==> config.mk <==
export PLATFORM = sky130hd
export DESIGN_NAME = ide_ctrl_mc_flat
export DESIGN_NICKNAME = d
export VERILOG_FILES = /design/src/rtl/ide_ctrl_mc_if.sv /design/src/rtl/ide_ctrl_mc.sv /design/src/flat_wrapper.sv
export SDC_FILE = /design/constraint.sdc
export NUM_CORES = 1
export LEC_CHECK = 0
export ABC_CLOCK_PERIOD_IN_PS = 2380
export BUFFER_PORTS_ARGS = -buffer_cell sky130_fd_sc_hd__buf_2
export CAP_MARGIN = 20
export CORE_ASPECT_RATIO = 1.4
export CORE_MARGIN = 2
export CORE_UTILIZATION = 35
export CTS_CLUSTER_DIAMETER = 150
export DETAILED_ROUTE_END_ITERATION = 8
export GPL_TIMING_DRIVEN = 0
export PLACE_DENSITY = 0.71
export SLEW_MARGIN = 25
export SYNTH_ARGS = -nofsm -noshare
export SYNTH_HDL_FRONTEND = slang
export SYNTH_SLANG_ARGS = --single-unit
==> constraint.sdc <==
create_clock -name CLK -period 2.38 [get_ports CLK]
set_clock_uncertainty 0.05 [all_clocks]
set_input_delay 0.476 -clock CLK [delete_from_list [all_inputs] [get_ports CLK]]
set_output_delay 0.476 -clock CLK [all_outputs]
set_load 0.05 [all_outputs]
==> src/rtl/ide_ctrl_mc_if.sv <==
// 68000-side bus and IDE/ROM-side signals of the multi-channel IDE controller.
interface ide_ctrl_mc_if #(
  parameter int unsigned CHANNELS  = 2,
  parameter int unsigned BANK_BITS = 2
);
  logic [23:1]            ADDR;
  logic [BANK_BITS-1:0]   DIN;
  logic                   AS_n;
  logic                   UDS_n;
  logic                   LDS_n;
  logic                   RW;
  logic                   ide_access;
  logic                   ide_enable;
  logic                   DTACK_n;
  logic                   IOR_n;
  logic                   IOW_n;
  logic [2*CHANNELS-1:0]  CS_n;
  logic [BANK_BITS-1:0]   ROM_BANK;
  logic                   IDE_ROMEN;
  logic                   busy;

  modport slave (
    input  ADDR, DIN, AS_n, UDS_n, LDS_n, RW, ide_access, ide_enable,
    output DTACK_n, IOR_n, IOW_n, CS_n, ROM_BANK, IDE_ROMEN, busy
  );

  modport master (
    output ADDR, DIN, AS_n, UDS_n, LDS_n, RW, ide_access, ide_enable,
    input  DTACK_n, IOR_n, IOW_n, CS_n, ROM_BANK, IDE_ROMEN, busy
  );
endinterface

==> src/rtl/ide_ctrl_mc.sv <==
// Zorro II IDE controller: decodes 68000 cycles into IDE chip selects and
// timed IOR/IOW strobes, plus DTACK, boot-ROM enable and ROM bank register.
module ide_ctrl_mc #(
  parameter int unsigned CHANNELS  = 2,
  parameter int unsigned BANK_BITS = 2,
  parameter int unsigned SETUP_CYC = 1,
  parameter int unsigned RD_CYC    = 3,
  parameter int unsigned WR_CYC    = 2,
  parameter int unsigned HOLD_CYC  = 1
) (
  input  logic          CLK,
  input  logic          RESET_n,
  ide_ctrl_mc_if.slave  bus
);

  localparam int unsigned NCS = 2 * CHANNELS;
  localparam int unsigned CW  = 4;

  typedef enum logic [2:0] {IDLE, SETUP, STROBE, HOLD, DONE} state_t;

  state_t          state_q, state_d;
  logic [CW-1:0]   cnt_q, cnt_d;
  logic            rd_q, rd_d;
  logic [NCS-1:0]  cs_sel_q, cs_sel_d;
  logic [NCS-1:0]  cs_q, cs_d;
  logic            ior_q, ior_d;
  logic            iow_q, iow_d;
  logic            dtack_q, dtack_d;
  logic            busy_q;
  logic            ide_en_q;
  logic [BANK_BITS-1:0] bank_q;

  logic [1:0]      ch;
  logic            ch_ok;
  logic            as_low;
  logic            reg_rgn;
  logic            bank_rgn;
  logic            wr_strobe;
  logic            fsm_hit;
  logic            rom_cyc;
  logic            start;
  logic [NCS-1:0]  cs_hit;
  logic            unused_bits;

  assign unused_bits = ^{bus.LDS_n, bus.ADDR[23:17], bus.ADDR[11:1]};

  // Address decode: region, channel field and one-hot chip select
  always_comb begin
    ch        = bus.ADDR[13:12];
    ch_ok     = (ch != 2'd0) && (32'(ch) <= CHANNELS);
    as_low    = ~bus.AS_n;
    reg_rgn   = (bus.ADDR[16:15] == 2'b00);
    bank_rgn  = (bus.ADDR[16:15] == 2'b01);
    wr_strobe = as_low & bus.ide_access & ~bus.RW & ~bus.UDS_n;
    fsm_hit   = bus.ide_access & ide_en_q & reg_rgn & ch_ok;
    cs_hit    = '0;
    for (int k = 0; k < int'(CHANNELS); k++) begin
      if (32'(ch) == 32'(k + 1)) begin
        cs_hit[2*k]   = ~bus.ADDR[14];
        cs_hit[2*k+1] = bus.ADDR[14];
      end
    end
  end

  // Card enable flag and ROM bank register, written through the upper byte lane
  always_ff @(posedge CLK or negedge RESET_n) begin
    if (!RESET_n) begin
      ide_en_q <= 1'b0;
      bank_q   <= '0;
    end else begin
      if (wr_strobe && reg_rgn && bus.ide_enable)  ide_en_q <= 1'b1;
      if (wr_strobe && bank_rgn && bus.ide_enable) bank_q   <= bus.DIN;
    end
  end

  // FSM state, counter and registered strobes
  always_ff @(posedge CLK or negedge RESET_n) begin
    if (!RESET_n) begin
      state_q  <= IDLE;
      cnt_q    <= '0;
      rd_q     <= 1'b0;
      cs_sel_q <= '0;
      cs_q     <= '0;
      ior_q    <= 1'b0;
      iow_q    <= 1'b0;
      dtack_q  <= 1'b0;
      busy_q   <= 1'b0;
    end else begin
      state_q  <= state_d;
      cnt_q    <= cnt_d;
      rd_q     <= rd_d;
      cs_sel_q <= cs_sel_d;
      cs_q     <= cs_d;
      ior_q    <= ior_d;
      iow_q    <= iow_d;
      dtack_q  <= dtack_d;
      busy_q   <= (state_d != IDLE);
    end
  end

  // Next state; timed states leave when cnt reaches its last-cycle value
  always_comb begin
    state_d = state_q;
    cnt_d   = cnt_q;
    start   = 1'b0;
    if (state_q != IDLE && bus.AS_n) begin
      state_d = IDLE;
    end else begin
      case (state_q)
        IDLE: begin
          if (as_low && fsm_hit) begin
            start = 1'b1;
            if (SETUP_CYC == 0) begin
              state_d = STROBE;
              cnt_d   = bus.RW ? CW'(RD_CYC) : CW'(WR_CYC);
            end else begin
              state_d = SETUP;
              cnt_d   = CW'(SETUP_CYC - 1);
            end
          end
        end
        SETUP: begin
          if (cnt_q == '0) begin
            state_d = STROBE;
            cnt_d   = rd_q ? CW'(RD_CYC) : CW'(WR_CYC);
          end else begin
            cnt_d = cnt_q - CW'(1);
          end
        end
        STROBE: begin
          if (cnt_q == CW'(1)) begin
            if (rd_q || HOLD_CYC == 0) begin
              state_d = DONE;
            end else begin
              state_d = HOLD;
              cnt_d   = CW'(HOLD_CYC - 1);
            end
          end else begin
            cnt_d = cnt_q - CW'(1);
          end
        end
        HOLD: begin
          if (cnt_q == '0) state_d = DONE;
          else             cnt_d   = cnt_q - CW'(1);
        end
        DONE:    state_d = DONE;
        default: state_d = IDLE;
      endcase
    end
  end

  // Output next-values derived from the upcoming state
  always_comb begin
    rd_d     = start ? bus.RW : rd_q;
    cs_sel_d = start ? cs_hit : cs_sel_q;
    rom_cyc  = as_low & bus.ide_access & ~fsm_hit & (state_q == IDLE);
    cs_d     = (state_d != IDLE) ? cs_sel_d : '0;
    ior_d    = rd_d & ((state_d == STROBE) | (state_d == DONE));
    iow_d    = ~rd_d & (state_d == STROBE);
    dtack_d  = (state_d == DONE) | rom_cyc;
  end

  // IDE strobes drop the moment AS_n rises; ROM side is forced idle in reset
  assign bus.DTACK_n   = ~dtack_q;
  assign bus.IOR_n     = ~ior_q | bus.AS_n;
  assign bus.IOW_n     = ~iow_q | bus.AS_n;
  assign bus.CS_n      = ~cs_q | {NCS{bus.AS_n}};
  assign bus.busy      = busy_q;
  assign bus.IDE_ROMEN = ~(RESET_n & as_low & bus.ide_access &
                           (~ide_en_q | ~ch_ok | bus.ADDR[16]));
  assign bus.ROM_BANK  = !RESET_n ? '0 :
                         (ide_en_q ? bank_q : BANK_BITS'(bus.ADDR[16]));

endmodule

==> src/flat_wrapper.sv <==
// flat-port wrapper written by rule: the top's interface ports become plain ports
module ide_ctrl_mc_flat 
#(
  parameter int unsigned CHANNELS  = 2,
  parameter int unsigned BANK_BITS = 2,
  parameter int unsigned SETUP_CYC = 1,
  parameter int unsigned RD_CYC    = 3,
  parameter int unsigned WR_CYC    = 2,
  parameter int unsigned HOLD_CYC  = 1
)
  (CLK, RESET_n, bus_ADDR, bus_DIN, bus_AS_n, bus_UDS_n, bus_LDS_n, bus_RW, bus_ide_access, bus_ide_enable, bus_DTACK_n, bus_IOR_n, bus_IOW_n, bus_CS_n, bus_ROM_BANK, bus_IDE_ROMEN, bus_busy);
  ide_ctrl_mc_if #(.CHANNELS(CHANNELS), .BANK_BITS(BANK_BITS)) bus_i ();
  input  logic CLK;
  input  logic RESET_n;
  input wire logic [$bits(bus_i.ADDR)-1:0] bus_ADDR;
  input wire logic [$bits(bus_i.DIN)-1:0] bus_DIN;
  input wire logic [$bits(bus_i.AS_n)-1:0] bus_AS_n;
  input wire logic [$bits(bus_i.UDS_n)-1:0] bus_UDS_n;
  input wire logic [$bits(bus_i.LDS_n)-1:0] bus_LDS_n;
  input wire logic [$bits(bus_i.RW)-1:0] bus_RW;
  input wire logic [$bits(bus_i.ide_access)-1:0] bus_ide_access;
  input wire logic [$bits(bus_i.ide_enable)-1:0] bus_ide_enable;
  output wire logic [$bits(bus_i.DTACK_n)-1:0] bus_DTACK_n;
  output wire logic [$bits(bus_i.IOR_n)-1:0] bus_IOR_n;
  output wire logic [$bits(bus_i.IOW_n)-1:0] bus_IOW_n;
  output wire logic [$bits(bus_i.CS_n)-1:0] bus_CS_n;
  output wire logic [$bits(bus_i.ROM_BANK)-1:0] bus_ROM_BANK;
  output wire logic [$bits(bus_i.IDE_ROMEN)-1:0] bus_IDE_ROMEN;
  output wire logic [$bits(bus_i.busy)-1:0] bus_busy;
  assign bus_i.ADDR = bus_ADDR;
  assign bus_i.DIN = bus_DIN;
  assign bus_i.AS_n = bus_AS_n;
  assign bus_i.UDS_n = bus_UDS_n;
  assign bus_i.LDS_n = bus_LDS_n;
  assign bus_i.RW = bus_RW;
  assign bus_i.ide_access = bus_ide_access;
  assign bus_i.ide_enable = bus_ide_enable;
  assign bus_DTACK_n = bus_i.DTACK_n;
  assign bus_IOR_n = bus_i.IOR_n;
  assign bus_IOW_n = bus_i.IOW_n;
  assign bus_CS_n = bus_i.CS_n;
  assign bus_ROM_BANK = bus_i.ROM_BANK;
  assign bus_IDE_ROMEN = bus_i.IDE_ROMEN;
  assign bus_busy = bus_i.busy;
  ide_ctrl_mc #(.CHANNELS(CHANNELS), .BANK_BITS(BANK_BITS), .SETUP_CYC(SETUP_CYC), .RD_CYC(RD_CYC), .WR_CYC(WR_CYC), .HOLD_CYC(HOLD_CYC)) u_core (.CLK(CLK), .RESET_n(RESET_n), .bus(bus_i));
endmodule
==> results of run 1 <==
placed cells by master (no fill, tap or decap), types with 2 or more instances in the layout:
cell	Yosys	final
buf_2	4	28
dfrtp_1	23	23
nand2_1	15	15
nand2b_1	12	12
inv_1	9	9
nor2_1	7	7
o21ai_1	6	6
nor2b_1	6	6
a21boi_1	5	5
ha_1	5	5
a21oi_1	4	4
o31ai_1	3	3
mux2_2	3	3
clkbuf_8	0	3
o21a_1	2	2
nor3_1	2	2
o211ai_1	2	2
nand3_1	2	2
cell families after synthesis:
family / after synthesis / share of synthesized area
AO/OA/AOI/OAI: 30 / 0.1754
AND/OR/NAND/NOR: 58 / 0.2612
multiplexers: 4 / 0.03336
buffers and inverters: 14 / 0.04385
flip-flops: 23 / 0.4385
adder cells (fa/ha/maj): 5 / 0.04766
per-stage QoR:
stage / instance area [sq um] / instances / setup slack (ps) / total power (W)
after floorplan: 1313 / 134 / 401.7 / 0.0005432
after global placement: 1485 / 200 / 61.65 / 0.0005894
after detailed placement: 1485 / 200 / 47.59 / 0.0005931
after CTS: 1531 / 204 / 188.7 / 0.0008310
after global routing: 1531 / 204 / 76.99 / 0.0008675
final: 1531 / 204 / 257.3 / 0.0008236
registers in the layout, indices dropped and copies added, names as in the netlist:
signal / cells
u_core.ide_en_q: 1
u_core.dtack_q: 1
u_core.state_q: 3
u_core.ior_q: 1
u_core.cs_sel_q: 4
u_core.cs_q: 4
u_core.iow_q: 1
u_core.bus.busy: 1
u_core.bank_q: 2
u_core.rd_q: 1
u_core.cnt_q: 4
power by group:
group | internal [W] | leakage, nW | switching (W)
sequential | 0.000412 | 0.316 | 0.0000190
combinational | 0.0000641 | 0.373 | 0.0000886
clock | 0.000117 | 0.0255 | 0.000123
routing by layer:
layer  vias to the layer above  part of all wire  GRT usage
met5                         -                 0          0
met4                         0            0.0032    0.03415
met3                         2             0.028    0.01019
met2                        23              0.56     0.2500
met1                       481              0.41     0.1362
li1                        523                 -          -
worst register-to-register path, stage by stage (launching register included):
cell and delay [ps]:
dfrtp_1 440, inv_1 110, ha_1 160, nor3b_2 250
a21oi_1 110, o31ai_1 410, buf_2 300, a211oi_2 50
a21o_1 150
final timing paths:
path                                               from                            to  slack, ps  cells past startpoint
setup / recovery            u_core.cnt_q[0]$_DFFE_PN0P_   u_core.cnt_q[0]$_DFFE_PN0P_        260                      8
hold / removal                                  RESET_n  u_core.cs_sel_q[3]$_DFF_PN0_        130                      1
setup reg to reg            u_core.cnt_q[0]$_DFFE_PN0P_   u_core.cnt_q[0]$_DFFE_PN0P_        260                      8
hold reg to reg            u_core.cs_sel_q[3]$_DFF_PN0_  u_core.cs_sel_q[3]$_DFF_PN0_        450                      2
max in group asynchronous                       RESET_n   u_core.state_q[1]$_DFF_PN0_       1790                      1
min in group CLK                             bus_DIN[0]  u_core.bank_q[0]$_DFFE_PN0P_        400                      2
layout make-up:
type,count,area (sq um)
inverter,9,33.78
multi-input combinational,97,679.4
sequential,23,575.6
tap,42,52.55
clock buffer,3,41.29
clock inverter,1,5.005
buffer,5,23.77
fill,355,2079
timing repair buffer,24,120.1
==> qor.yml, run 1 <==
status:
  status: "completed"
floorplan:
  ios: 44
  die_width_um: 55.76
  start_util: 0.3635
  coreArea_sq_mm: 0.003611
  num_rows: 26
  dieHeight_um: 76.46
  die_area_sq_mm: 0.004263
placed_design:
  place_congestion: 0.7867
  portBuffers: 24
  dpl.hpwl_um: 2021
clock_network:
  cts-resized-gates: 0
  cts_tree: "built"
  clkSlewWorstSetupHoldPaths_ps: 80
  cts.sinks: 23
  cts_buffer_depth: 2
  clock_latency_ps: 260
  hold_buffers: 0
  htreeDepth: 1
  cts_made_buffers: 3
  postCtsSetupBuffers: 0
  root_buffer: "clkbuf_8"
setup_path:
  critPathTopFamily: "compound AO/OA/AOI/OAI gates"
  worstSetupPathType: "reg -> reg"
  cpPeakStageDelay_ps: 440
  worst-path-buf-inv: 2
  cp-start-kind: "flip-flop"
  worstPathArrival_ps: 2230
  cp_max_fo: 10
  cp.required_ps: 2490
  slowest_stage: "dfrtp_1"
  critPathCaptureType: "flip-flop"
  crit_chain: "inv_1 -> ha_1 -> nor3b_2 -> a21oi_1 -> o31ai_1 -> buf_2 -> a211oi_2 -> a21o_1"
global_routing:
  grt.overflow.total: 0
  grt_max_degree: 27
  grt_pass1_wl_um: 4450
  grt_antenna_before_repair: 0
  grt_usage: 0.1253
  grt_pass1_vias: 1084
timing:
  fmax_mhz: 471.1
  rsz0062_at_grt: "false"
  fin_tns_setup_ps: 0
  slew_viol_final: 0
  period_share: 0.8919
  fin_crit_ps: 2123
  timing.hold.ws_ps: 131.8
  finalHoldViolCount: 0
  slew_headroom: 0.6475
  tightest_slew_ps: 528.8
  setup_viol: 0
pwr:
  ir_drop_v: 0.0004281
  cellLeakagePower_nw: 0.7145
  power_density_mw_per_mm2: 537.8
drt:
  drt_first_iter_violations: 14
  routed_wl_um: 2493
  wl_per_cell_um: 12.22
  first_pass_iters: 4
  drc_errors: 0
  viasPerCell: 5.044
  ant_nets: 0
  vias: 1029
synthesis:
  synth_nets: 172
  ys_seq_area_frac: 0.4385
  ys_seq_elements: 23
  synth.area.top_cells: "dfrtp_1, nand2b_1, ha_1, nand2_1, a21boi_1"
  synth_area_per_cell_sq_um: 9.795
  synth_common_cells: "dfrtp_1, nand2_1, nand2b_1"
  synth_most_common_cell: "dfrtp_1"
  synth.distinct_cells: 41
  synthCells: 134
  synth_edf_count: 0
  ys_warn_count: 0
  syn_area_sq_mm: 0.001313
  synth-main-ff-cell: "dfrtp_1"
  async_flop_share: 1.000
  yosys.area.top_type: "dfrtp_1"
  netlist.area_leader.share: 0.4385
cells_and_area:
  diodes: 0
  syn2layout_area_growth_pct: 16.68
  drive_gt1_frac: 0.2716
  nets: 201
  fin_util: 0.4241
worst_hold_path:
  hold_path_class: "in -> async"
run:
  max_cap_viol_count: 0
(Power assumes the default switching activity.)
==> inputs of run 2 (changes only) <==
Settings changed: CELL_PAD_IN_SITES_DETAIL_PLACEMENT from default to 2, CELL_PAD_IN_SITES_GLOBAL_PLACEMENT from default to 2, CORE_UTILIZATION 35 to 29, PLACE_DENSITY 0.71 to 0.9.
==> run 2 against run 1 <==
Via count increased by 6.7%. Worst setup slack improved by 18 ps. Flip-flop and latch count unchanged. Fmax increased by 0.83%. Cell count increased by 9.8%. Total power increased by 2.2%. Global-route usage increased by 3.0 points. Clock-buffer cell count unchanged. Combinational power increased by 6%. Sequential power about the same. Largest power group unchanged. Highest routed layer unchanged.
==> qor.yml, run 2 (synthesis gave the netlist of run 1 again) <==
status:
  status: "completed"
setup_path:
  worst-path-buf-inv: 2  # unchanged
  cpPeakStageDelay_ps: 450  # about the same
  worstSetupPathType: "reg -> reg"
  critPathCaptureType: "flip-flop"
  cp-start-kind: "flip-flop"
  critPathTopFamily: "compound AO/OA/AOI/OAI gates"
  crit_chain: "inv_1 -> ha_1 -> nor3b_2 -> a21oi_1 -> o31ai_2 -> buf_2 -> a211oi_2 -> a21o_1"
  worstPathArrival_ps: 2220  # about the same
  slowest_stage: "dfrtp_1"
  cp_max_fo: 10  # unchanged
  cp.required_ps: 2490  # about the same
clock_network:
  root_buffer: "clkbuf_8"
  cts-resized-gates: 0  # unchanged
  hold_buffers: 0  # unchanged
  cts_tree: "built"
  postCtsSetupBuffers: 0  # unchanged
  clock_latency_ps: 260  # about the same
  clkSlewWorstSetupHoldPaths_ps: 90  # about the same
  cts_made_buffers: 3  # unchanged
  htreeDepth: 1  # unchanged
  cts_buffer_depth: 2  # unchanged
  cts.sinks: 23  # unchanged
drt:
  drt_first_iter_violations: 42  # +28
  ant_nets: 0  # unchanged
  routed_wl_um: 3498  # +40%
  first_pass_iters: 4  # unchanged
  viasPerCell: 4.902  # -2.8%
  drc_errors: 0  # unchanged
  vias: 1098  # +6.7%
  wl_per_cell_um: 15.62  # +28%
timing:
  fmax_mhz: 475.0  # +0.83%
  rsz0062_at_grt: "false"
  tightest_slew_ps: 569.3  # +40.53 ps
  fin_tns_setup_ps: 0  # unchanged
  finalHoldViolCount: 0  # unchanged
  fin_crit_ps: 2105  # -17.53 ps
  period_share: 0.8845  # -0.007364
  setup_viol: 0  # unchanged
  slew_headroom: 0.6205  # -0.02702
  slew_viol_final: 0  # unchanged
  timing.hold.ws_ps: 144.1  # +12.27 ps
floorplan:
  die_area_sq_mm: 0.005087  # +19%
  coreArea_sq_mm: 0.004427  # +23%
  die_width_um: 60.86  # +9.1%
  ios: 44  # unchanged
  num_rows: 29  # +12%
  dieHeight_um: 83.60  # +9.3%
  start_util: 0.2965  # -0.06698
global_routing:
  grt_pass1_wl_um: 6051  # +36%
  grt_usage: 0.1553  # +0.03002
  grt_antenna_before_repair: 0  # unchanged
  grt.overflow.total: 0  # unchanged
  grt_pass1_vias: 1274  # +18%
  grt_max_degree: 27  # unchanged
placed_design:
  place_congestion: 0.8289  # +5.4%
  dp.cells: 220  # +10%
  dpl.hpwl_um: 2825  # +40%
  portBuffers: 24  # unchanged
pwr:
  cellLeakagePower_nw: 0.7158  # +0.19%
  ir_drop_v: 0.0003202  # -25%
  power_density_mw_per_mm2: 539.1  # +0.24%
cells_and_area:
  layout_common_cells: "buf_2, dfrtp_1, nand2_1"
  diodes: 0  # unchanged
  nFillCells: 516  # +45%
  nets: 201  # unchanged
  instances_no_fill: 224  # +9.8%
  syn2layout_area_growth_pct: 18.97
  final_common_cell: "buf_2"
  drive_gt1_frac: 0.2778  # +0.006173
  reg_top3: "u_core.cnt_q x4, u_core.cs_q x4, u_core.cs_sel_q x4"
worst_hold_path:
  hold_path_class: "in -> async"
run:
  max_cap_viol_count: 0  # unchanged
[run 2: cell count changes in the layout (fill, tap and decap cells not counted)]
| cell | previous run | this run |
|---|---|---|
| o31ai_1 | 3 | 2 |
| o31ai_2 | 0 | 1 |
[run 2: path summary, 6_finish.rpt]
kind | start | end | slack [ps] | cells past startpoint
worst max-delay path | u_core.cnt_q[0]$_DFFE_PN0P_ | u_core.cnt_q[0]$_DFFE_PN0P_ | 270 | 8
max in group asynchronous | RESET_n | u_core.cs_q[1]$_DFF_PN0_ | 1750 | 1
worst min register to register | u_core.cs_sel_q[2]$_DFF_PN0_ | u_core.cs_sel_q[2]$_DFF_PN0_ | 460 | 2
worst max register to register | u_core.cnt_q[0]$_DFFE_PN0P_ | u_core.cnt_q[0]$_DFFE_PN0P_ | 270 | 8
worst min-delay path | RESET_n | u_core.cnt_q[0]$_DFFE_PN0P_ | 140 | 1
min in group CLK | bus_DIN[1] | u_core.bank_q[1]$_DFFE_PN0P_ | 400 | 2
[run 2: routing by layer]
layer	vias up	global-route usage	routed length (um)
met1	549	0.1806	1337
met5	-	0	0
met3	8	0.01395	80
met2	21	0.2708	1968
li1	520	-	-
met4	0	0.07708	112
[run 2: stage by stage]
step / total power (W) / setup WS [ps] / instance area [sq um] / utilization
finish: 0.0008418 / 274.8 / 1562 / 0.3527
CTS: 0.0008488 / 134.8 / 1556 / 0.3516
detailed placement: 0.0006040 / 63.88 / 1510 / 0.3412
global route: 0.0008864 / 99.63 / 1562 / 0.3527
global placement: 0.0005900 / 98.81 / 1510 / 0.3412
floorplan: 0.0005432 / 401.7 / 1313 / -
[run 2: layout make-up]
type,instances,area [sq um],share of cell area
tap,62,77.57,0.04968
sequential,23,575.6,0.3686
multi-input combinational,97,684.4,0.4383
timing repair buffer,24,120.1,0.07692
clock buffer,3,41.29,0.02644
inverter,9,33.78,0.02163
buffer,5,23.77,0.01522
clock inverter,1,5.005,0.003205
[run 2: worst register-to-register path: cells and delay by family, from the launching register on]
| kind | cells | cell delay, ps |
|---|---|---|
| flops | 1 | 450 |
| buf+inv | 2 | 410 |
| compound gates | 4 | 640 |
| simple gates | 1 | 270 |
| fa+ha+maj | 1 | 180 |
[run 2: power by group]
part / internal (W) / leakage, nW / switching (W)
logic: 0.0000652 / 0.374 / 0.0000970
clock network: 0.000117 / 0.0255 / 0.000130
registers: 0.000412 / 0.316 / 0.0000205
total: 0.000594 / 0.716 / 0.000248
